===== src/rtl/rpn_job_arbiter_if.sv =====
// Requester-side bundle of the RPN job arbiter: program-word stream in,
// result words and status out.
interface rpn_job_arbiter_if #(
    parameter int N = 16,
    parameter int C = 16
);
    logic [1:0]   req_valid;
    logic [N-1:0] req0_word;
    logic [N-1:0] req1_word;
    logic [1:0]   req_last;
    logic [1:0]   req_ready;
    logic [1:0]   resp_valid;
    logic [1:0]   resp_ready;
    logic [N-1:0] resp_data;
    logic [C-1:0] resp_cycles;
    logic         grant;
    logic         busy;

    // Requester side
    modport master (
        output req_valid, req0_word, req1_word, req_last, resp_ready,
        input  req_ready, resp_valid, resp_data, resp_cycles, grant, busy
    );

    // Arbiter side
    modport slave (
        input  req_valid, req0_word, req1_word, req_last, resp_ready,
        output req_ready, resp_valid, resp_data, resp_cycles, grant, busy
    );
endinterface


===== src/rtl/rpn_job_arbiter.sv =====
// Round-robin arbiter sharing one RPN calculator between two requesters:
// load program, start, wait for completion, return result and run length.
module rpn_job_arbiter #(
    parameter int N = 16,
    parameter int M = 10,
    parameter int C = 16
) (
    input  logic          clk,
    input  logic          nrst,
    rpn_job_arbiter_if.slave jif,
    output logic [N-1:0]  calc_datain,
    output logic [M-1:0]  calc_addr,
    output logic          calc_wr,
    output logic          calc_start,
    input  logic          calc_ready,
    input  logic [N-1:0]  calc_out
);

    typedef enum logic [2:0] {
        ST_IDLE  = 3'd0,
        ST_LOAD  = 3'd1,
        ST_START = 3'd2,
        ST_RUN   = 3'd3,
        ST_RESP  = 3'd4
    } state_t;

    state_t       state_r;
    logic         grant_r;
    logic         last_grant_r;
    logic         first_run_r;
    logic         calc_start_r;
    logic         busy_r;
    logic [M-1:0] load_addr_r;
    logic [1:0]   req_ready_r;
    logic [1:0]   resp_valid_r;
    logic [C-1:0] cnt_r;
    logic [N-1:0] resp_data_r;
    logic [C-1:0] resp_cycles_r;

    logic         wr_s;
    logic         pick_s;
    logic         last_word_s;
    logic [N-1:0] word_s;
    logic [C-1:0] cnt_inc_s;

    function automatic logic [1:0] onehot2(input logic idx);
        return idx ? 2'b10 : 2'b01;
    endfunction

    // Write strobe, granted word, tie-break choice and saturating counter step
    always_comb begin
        wr_s        = |(jif.req_valid & req_ready_r);
        word_s      = grant_r ? jif.req1_word : jif.req0_word;
        last_word_s = jif.req_last[grant_r] || (load_addr_r == {M{1'b1}});
        if (jif.req_valid == 2'b11) begin
            pick_s = ~last_grant_r;
        end else begin
            pick_s = jif.req_valid[1];
        end
        if (cnt_r == {C{1'b1}}) begin
            cnt_inc_s = cnt_r;
        end else begin
            cnt_inc_s = cnt_r + {{(C-1){1'b0}}, 1'b1};
        end
    end

    // Job sequencing; resp_cycles takes the stepped count so it equals the
    // number of RUN cycles including the completion cycle
    always_ff @(posedge clk or negedge nrst) begin
        if (!nrst) begin
            state_r       <= ST_IDLE;
            grant_r       <= 1'b0;
            last_grant_r  <= 1'b1;
            first_run_r   <= 1'b0;
            calc_start_r  <= 1'b0;
            busy_r        <= 1'b0;
            load_addr_r   <= {M{1'b0}};
            req_ready_r   <= 2'b00;
            resp_valid_r  <= 2'b00;
            cnt_r         <= {C{1'b0}};
            resp_data_r   <= {N{1'b0}};
            resp_cycles_r <= {C{1'b0}};
        end else begin
            case (state_r)
                ST_IDLE: begin
                    if ((|jif.req_valid) && calc_ready) begin
                        grant_r     <= pick_s;
                        load_addr_r <= {M{1'b0}};
                        req_ready_r <= onehot2(pick_s);
                        busy_r      <= 1'b1;
                        state_r     <= ST_LOAD;
                    end
                end
                ST_LOAD: begin
                    if (wr_s) begin
                        load_addr_r <= load_addr_r + {{(M-1){1'b0}}, 1'b1};
                        if (last_word_s) begin
                            req_ready_r  <= 2'b00;
                            calc_start_r <= 1'b1;
                            state_r      <= ST_START;
                        end
                    end
                end
                ST_START: begin
                    calc_start_r <= 1'b0;
                    cnt_r        <= {C{1'b0}};
                    first_run_r  <= 1'b1;
                    state_r      <= ST_RUN;
                end
                ST_RUN: begin
                    // ready drops one edge late, so the first RUN cycle is blind
                    first_run_r <= 1'b0;
                    cnt_r       <= cnt_inc_s;
                    if (!first_run_r && calc_ready) begin
                        resp_data_r   <= calc_out;
                        resp_cycles_r <= cnt_inc_s;
                        resp_valid_r  <= onehot2(grant_r);
                        state_r       <= ST_RESP;
                    end
                end
                ST_RESP: begin
                    if (jif.resp_ready[grant_r]) begin
                        resp_valid_r <= 2'b00;
                        last_grant_r <= grant_r;
                        busy_r       <= 1'b0;
                        state_r      <= ST_IDLE;
                    end
                end
                default: begin
                    state_r      <= ST_IDLE;
                    req_ready_r  <= 2'b00;
                    resp_valid_r <= 2'b00;
                    calc_start_r <= 1'b0;
                    busy_r       <= 1'b0;
                end
            endcase
        end
    end

    assign jif.req_ready   = req_ready_r;
    assign jif.resp_valid  = resp_valid_r;
    assign jif.resp_data   = resp_data_r;
    assign jif.resp_cycles = resp_cycles_r;
    assign jif.grant       = grant_r;
    assign jif.busy        = busy_r;

    assign calc_wr     = wr_s;
    assign calc_addr   = wr_s ? load_addr_r : {M{1'b0}};
    assign calc_datain = wr_s ? word_s : {N{1'b0}};
    assign calc_start  = calc_start_r;

endmodule


===== src/flat_wrapper.sv =====
// flat-port wrapper written by rule: the top's interface ports become plain ports
module rpn_job_arbiter_flat 
#(
    parameter int N = 16,
    parameter int M = 10,
    parameter int C = 16
)
  (clk, nrst, calc_datain, calc_addr, calc_wr, calc_start, calc_ready, calc_out, jif_req_valid, jif_req0_word, jif_req1_word, jif_req_last, jif_resp_ready, jif_req_ready, jif_resp_valid, jif_resp_data, jif_resp_cycles, jif_grant, jif_busy);
  rpn_job_arbiter_if #(.N(N), .C(C)) jif_i ();
  input  logic clk;
  input  logic nrst;
  output logic [N-1:0] calc_datain;
  output logic [M-1:0] calc_addr;
  output logic calc_wr;
  output logic calc_start;
  input  logic calc_ready;
  input  logic [N-1:0] calc_out;
  input wire logic [$bits(jif_i.req_valid)-1:0] jif_req_valid;
  input wire logic [$bits(jif_i.req0_word)-1:0] jif_req0_word;
  input wire logic [$bits(jif_i.req1_word)-1:0] jif_req1_word;
  input wire logic [$bits(jif_i.req_last)-1:0] jif_req_last;
  input wire logic [$bits(jif_i.resp_ready)-1:0] jif_resp_ready;
  output wire logic [$bits(jif_i.req_ready)-1:0] jif_req_ready;
  output wire logic [$bits(jif_i.resp_valid)-1:0] jif_resp_valid;
  output wire logic [$bits(jif_i.resp_data)-1:0] jif_resp_data;
  output wire logic [$bits(jif_i.resp_cycles)-1:0] jif_resp_cycles;
  output wire logic [$bits(jif_i.grant)-1:0] jif_grant;
  output wire logic [$bits(jif_i.busy)-1:0] jif_busy;
  assign jif_i.req_valid = jif_req_valid;
  assign jif_i.req0_word = jif_req0_word;
  assign jif_i.req1_word = jif_req1_word;
  assign jif_i.req_last = jif_req_last;
  assign jif_i.resp_ready = jif_resp_ready;
  assign jif_req_ready = jif_i.req_ready;
  assign jif_resp_valid = jif_i.resp_valid;
  assign jif_resp_data = jif_i.resp_data;
  assign jif_resp_cycles = jif_i.resp_cycles;
  assign jif_grant = jif_i.grant;
  assign jif_busy = jif_i.busy;
  rpn_job_arbiter #(.N(N), .M(M), .C(C)) u_core (.clk(clk), .nrst(nrst), .jif(jif_i), .calc_datain(calc_datain), .calc_addr(calc_addr), .calc_wr(calc_wr), .calc_start(calc_start), .calc_ready(calc_ready), .calc_out(calc_out));
endmodule

===== config.mk =====
export PLATFORM = sky130hd
export DESIGN_NAME = rpn_job_arbiter_flat
export DESIGN_NICKNAME = d
export VERILOG_FILES = /design/src/rtl/rpn_job_arbiter_if.sv /design/src/rtl/rpn_job_arbiter.sv /design/src/flat_wrapper.sv
export SDC_FILE = /design/constraint.sdc
export NUM_CORES = 1
export LEC_CHECK = 0
export BUFFER_PORTS_ARGS = -buffer_cell sky130_fd_sc_hd__buf_2
export CORE_UTILIZATION = 50
export DETAILED_ROUTE_END_ITERATION = 10
export PLACE_DENSITY_LB_ADDON = 0.25
export SETUP_SLACK_MARGIN = 0.02
export SLEW_MARGIN = 15
export SYNTH_ARGS = -nofsm -noshare
export SYNTH_HDL_FRONTEND = slang
export SYNTH_SLANG_ARGS = --single-unit

===== constraint.sdc =====
create_clock -name clk -period 6.13 [get_ports clk]
set_input_delay 0.613 -clock clk [delete_from_list [all_inputs] [get_ports clk]]
set_output_delay 0.613 -clock clk [all_outputs]
set_load 0.02 [all_outputs]

After elaboration in Yosys (flattened, before gate mapping)
Index checks and enable logic that the tools add are counted.
{"block": "totals", "ff_bits": 70, "latch_bits": 0, "ramBits": 0, "rom_bits": 0, "inputBits": 57, "wordCells": 90, "memories": 0}
{"block": "classes", "add_sub_neg": 2, "n_mul": 0, "n_div": 0, "n_lt_le_gt_ge": 1, "n_eq_ne": 12, "n_shift": 0, "muxes": 35, "bitwise": 6, "reduce_logical": 22}
{"operator": "2-to-1 mux 16 bit", "n": 3}
{"operator": "case mux 16 bit (2 select lines)", "n": 1}
{"operator": "2-to-1 mux 10 bit", "n": 3}
{"operator": "case mux 10 bit (2 select lines)", "n": 1}
{"operator": "adder 16 x 1 -> 16 bit (second input constant)", "n": 1}
{"operator": "equality test 16 bit (second input constant)", "n": 1}
{"operator": "2-to-1 mux 3 bit", "n": 5}
{"operator": "case mux 3 bit (5 select lines)", "n": 1}
{"operator": "2-to-1 mux 2 bit", "n": 7}
{"operator": "case mux 2 bit (3 select lines)", "n": 2}
{"operator": "AND reduction 3 bit", "n": 4}
{"operator": "OR reduction 3 bit", "n": 4}
{"operator": "adder 10 x 1 -> 10 bit (second input constant)", "n": 1}
{"operator": "equality test 10 bit (second input constant)", "n": 1}
{"operator": "!= test 2 x 1 -> 1 bit (second input constant)", "n": 5}
{"operator": "2-to-1 mux 1 bit", "n": 9}
{"operator": "equality test 3 x 2 -> 1 bit (second input constant)", "n": 2}
{"operator": "AND reduction 2 bit", "n": 3}
{"operator": "NOT 1 bit", "n": 5}
{"operator": "AND reduction 5 bit", "n": 1}
{"operator": "case mux 1 bit (2 select lines)", "n": 2}
{"operator": "AND reduction 4 bit", "n": 1}
{"operator": "nonzero test 2 bit", "n": 2}
{"operator": "OR reduction 2 bit", "n": 2}
{"operator": "other kinds (10)", "n": 11}

Logic depth before layout (Yosys ltp)
{"block": "logic_depth", "depth_word": 6, "depth_mapped": 7, "depth_no_buf": 6}

Worst setup path after synthesis
No wires, ideal clock.
{"block": "synth_timing", "path_type": "flip-flop to output port", "from": "reg u_core.grant_r, in the netlist u_core.jif.grant", "to": "out calc_datain[10]", "t_arrival_ns": 1.832, "path_slack_ns": 3.685, "path_stages_with_launch": 5, "path_buffers": 2, "cell_sequence": "dfrtp_1 buf_1 clkbuf_1 mux2i_1 nor2_1"}
{"block": "synth_between", "elab_chain_len": 2}
{"element": "start: declaration", "line_no": "rpn_job_arbiter.sv:28", "text": "logic grant_r;"}
{"element": "start signal: assignment", "line_no": "rpn_job_arbiter.sv:87", "text": "grant_r <= pick_s;"}
{"element": "2-to-1 mux 16 bit", "line_no": "rpn_job_arbiter.sv:53", "text": "word_s = grant_r ? jif.req1_word : jif.req0_word;"}
{"element": "2-to-1 mux 16 bit", "line_no": "rpn_job_arbiter.sv:149", "text": "assign calc_datain = wr_s ? word_s : {N{1'b0}};"}
{"element": "end: declaration", "line_no": "flat_wrapper.sv:12", "text": "output logic [N-1:0] calc_datain;"}
No other way between the ends.

Worst setup path after layout
{"block": "layout_timing", "from": "reg u_core.state_r[2]", "to": "reg u_core.resp_cycles_r[14], in the netlist u_core.jif.resp_cycles[14]"}
{"block": "layout_between", "elab_chain_len": 2}
{"element": "start: declaration", "line_no": "rpn_job_arbiter.sv:27", "text": "state_t state_r;"}
{"element": "start signal: assignment", "line_no": "rpn_job_arbiter.sv:71", "text": "state_r <= ST_IDLE;"}
{"element": "start signal: assignment", "line_no": "rpn_job_arbiter.sv:91", "text": "state_r <= ST_LOAD;"}
{"element": "start signal: assignment", "line_no": "rpn_job_arbiter.sv:100", "text": "state_r <= ST_START;"}
{"element": "equality test 3 x 2 -> 1 bit", "line_no": "rpn_job_arbiter.sv:84", "text": "case (state_r)"}
{"element": "AND reduction 2 bit (no line)"}
{"element": "end signal: assignment", "line_no": "rpn_job_arbiter.sv:82", "text": "resp_cycles_r <= {C{1'b0}};"}
{"element": "end signal: assignment", "line_no": "rpn_job_arbiter.sv:116", "text": "resp_cycles_r <= cnt_inc_s;"}
{"element": "end: declaration", "line_no": "rpn_job_arbiter.sv:38", "text": "logic [C-1:0] resp_cycles_r;"}
No other way between the ends.
A chain may end at the register's enable or synchronous reset.

==> results summary <==
Once placement finished, the instance area stood at between 4000 and 5000 sq um. The number of standard cells in the layout, taps in and fillers out is ~650. From bottom edge to top edge, the die measures between 80 and 90 microns. Among all stages on the critical path, the largest delay is contributed by sky130_fd_sc_hd__nor2b_1. After technology mapping, the gate count stands at 429.

Of all cell types, the one taking the most synthesized area is sky130_fd_sc_hd__dfrtp_1. The peak ir drop on the vdd network came out at approximately 0.2 mV. The congestion estimate from routability-driven global placement came to 0.8725. Entering global routing, the biggest net connects a little over 70 pins. Summed over its instances, the top area cell type makes up a little under half of the synthesized netlist area.

The final core utilization came out at about 63%. Counting every net in the synthesized netlist gives slightly below 500. The total via count in the routed design is about 3.5k.

The final critical-path required period came out at around 2.7 ns. The most frequently used flop master after synthesis is sky130_fd_sc_hd__dfrtp_1. The I/O pin count is 123. The die span in x came out at approximately 90 microns. The count of inserted antenna diode cells is 0.

The count of cells along the worst register-to-register path is 5. The clock buffer count from CTS is 9. The number of nets with antenna violations after routing is 0.

The worst setup path is captured at a register. TritonCTS built the clock tree. Ranked by total cell area, the synthesized netlist is headed by sky130_fd_sc_hd__dfrtp_1, sky130_fd_sc_hd__nand2_1, sky130_fd_sc_hd__nor2_1, sky130_fd_sc_hd__mux2i_1, sky130_fd_sc_hd__o21ai_0. After filler insertion, the fill cell instance count of the layout stands at 651. For this run, the number of Yosys warnings is 0. The post-route clock period utilization is a little over two fifths. The tool flagged a number of max-cap violations equal to 0. The upper clock frequency limit is 371.2 MHz.

The path class of the lowest-slack min-delay path is in -> reg. By instance count, the leading cell after synthesis is sky130_fd_sc_hd__nand2_1. Setup violations remaining at the end of the flow were counted as 0. The register bit total from synthesis came out at 70. The relative slew slack is 24.91%. The initial antenna violation count came to 0. The count of buffers added on input and output ports is approximately 120. The clock passes through at most 2 buffers.

The quantity of hold-fixing buffers added after cts is 0. The final worst setup slack came out at 3.436 ns. The cell depth of the worst min-delay path is 3. The peak per-stage delay on the critical path came out at between 0.9 and 1 ns.

Wires add up to between 8 and 9 mm. The overall track demand over capacity in global routing came out at between 20% and 30%. After the last flow step, the layout net total stands at 601. Summed over all cells, the static leakage comes to ~2.4 nW.

The number of library cell types mapped by synthesis came out at 46. The via count of the first global-routing pass is around 3.1k. The number of endpoints with negative hold slack in the final report is 0. The critical path is of the reg -> reg type. The run finished with clean final reports. The launching element type of the critical path is a register. After synthesis, the share of flip-flops with an asynchronous set or reset is 100.0%.

The post-route DRC violation count came out at 0. The count of buffering cells on the critical path with inverters included is 1. Of the cells placed in the final design, the portion with a size suffix greater than 1 is approximately 28%. The cell family contributing the most delay on the critical path is simple AND/OR/NAND/NOR gates.

The master cell of the clock root buffer is sky130_fd_sc_hd__clkbuf_8. The post-synthesis to final-layout area growth came out at 23.15%. The post-cts gate resize count is 0. The register clock-pin slew on the reported worst setup and hold paths is 0.08 ns.

The worst clock skew on the final layout is 0.008314 ns. The total number of clock tree sinks came out at 70. The area taken by flip-flops and latches came out at 1753 sq um. Counting buffers and inverters, the worst setup path is 5 cells deep. Once layout is done, the placed cells without fillers occupy 4566 sq um. Once placement completed, the tool counted placed cells totaling between 600 and 700. The estimated wirelength of the detail-placed design is between 6 and 7 mm. The number of pins with negative max-slew slack in the final report is 0. The core outline area came out at approximately 7200 sq um. Ranked by instance count, the synthesized netlist is headed by sky130_fd_sc_hd__nand2_1, sky130_fd_sc_hd__dfrtp_1, sky130_fd_sc_hd__nor2_1, sky130_fd_sc_hd__o21ai_0, sky130_fd_sc_hd__a21oi_1. The overall overflow remaining after global route is 0. The number of buffers added for setup after CTS is 0. The worst-skew pair later-pin latency came out at between 0.3 and 0.4 ns. Total power for the finished layout comes to about 1.8 mW. The maximum level of the CTS H-tree is 3. The slew at the pin with the worst max-slew slack came out at 1.124 ns. At the worst endpoint, the required time is between 6 and 7 ns. Setup repair after global routing left no endpoint under its margin. The worst hold margin came out at 0.4490 ns. The detailed router's first-iteration violation count is 193.

The initial core utilization is about half. In the final routed layout, each cell accounts on average for 13.30 microns. The total number of placement rows is 31. The worst setup slack after placement is 3.440 ns. The sequential fraction of the synthesis area came out at a little under half.

The most numerous cell type found on the critical path is sky130_fd_sc_hd__nand2_1. The first-pass iteration count of the detailed router came out at 4. The combined area of the multi-input logic cells came out at ~1800 sq um. After detailed routing, the number of vias per cell comes to between 5 and 6. Dividing total power by cell area gives a power density of approximately 400 nW/um^2.

The first global-routing pass estimated 13.89 mm of wire. The die covers about 7800 sq um. The data arrival time of the worst path came out at 2.92 ns. The aggregate negative setup slack came out at 0 ns. The number of flops mapped to enable cells by yosys came out at 0. The mean instance size in the synthesized netlist is between 8 and 9 sq um. The signal on the critical path passes through nor2b_1 -> nand2_1 -> buf_4 -> nand2_1 -> o21ai_0.

The largest driver fanout on the critical path came out at 27. The cell area after technology mapping is between 3000 and 4000 sq um.
where the power goes:
group | switching, mW | leakage [nW] | total, mW | internal, mW
clock network | 0.185 | 0.106 | 0.416 | 0.230
registers | 0.145 | 0.925 | 0.720 | 0.575
logic | 0.424 | 1.32 | 0.683 | 0.258
worst paths after layout:
check                                     startpoint                          to  slack [ns]
max                                u_core.state_r[2]  u_core.jif.resp_cycles[14]        3.44
min                                      calc_out[4]     u_core.jif.resp_data[4]        0.45
max reg2reg                        u_core.state_r[2]  u_core.jif.resp_cycles[14]        3.44
min reg2reg                u_core.jif.resp_cycles[3]   u_core.jif.resp_cycles[3]        0.46
max in group asynchronous                       nrst    u_core.jif.resp_data[11]        5.11
min in group asynchronous                       nrst            u_core.cnt_r[15]        0.47
per-layer routing:
metal	part of all wire (%)	vias up	GRT usage [%]
met4	1.9	0	8.504
met3	6.2	15	5.749
li1	-	1695	-
met1	43	1608	29.39
met5	0	-	0
met2	49	149	38.05
logic make-up (layout without fill, tap and decap cells):
family	count (synthesis)	count (layout)	share of synthesized area, %
AND/OR/NAND/NOR	211	211	26.22
AO/OA/AOI/OAI	85	85	13.33
flip-flops	70	70	47.28
buffers and inverters	29	147	3.949
multiplexers	22	22	6.176
XOR/XNOR	10	10	2.363
adder cells (fa/ha/maj)	2	2	0.6749
sequential cells by signal, summed over array words and instances, names as in the netlist:
signal                  count
u_core.cnt_r               16
u_core.jif.resp_cycles     16
u_core.jif.resp_data       16
u_core.load_addr_r         10
u_core.state_r              3
u_core.jif.req_ready        2
u_core.jif.resp_valid       2
u_core.calc_start           1
u_core.first_run_r          1
u_core.jif.busy             1
u_core.jif.grant            1
u_core.last_grant_r         1
cell type report:
class | count | area share [%]
tap | 99 | 2.713
timing repair buffer | 126 | 14.03
multi-input combinational | 330 | 39.60
clock inverter | 7 | 2.138
clock buffer | 9 | 2.713
inverter | 5 | 0.4111
sequential | 70 | 38.39
worst min-delay path, stage by stage:
cell and delay (ns):
sky130_fd_sc_hd__buf_2 0.08, sky130_fd_sc_hd__nand2_1 0.04, sky130_fd_sc_hd__nand2_1 0.04
cell usage in the layout, fill, tap and decap left out, types with 8 or more instances in the layout:
cell                         n
sky130_fd_sc_hd__nor3_1      8
sky130_fd_sc_hd__dfrtp_1    69
sky130_fd_sc_hd__nand3_1    14
sky130_fd_sc_hd__nand2_1    92
sky130_fd_sc_hd__buf_2     122
sky130_fd_sc_hd__clkbuf_8    9
sky130_fd_sc_hd__a31oi_1     8
sky130_fd_sc_hd__and2_1     10
sky130_fd_sc_hd__a21oi_1    28
sky130_fd_sc_hd__o21ai_0    30
sky130_fd_sc_hd__mux2i_1    18
sky130_fd_sc_hd__nor2_1     51
(Power assumes the default switching activity.)
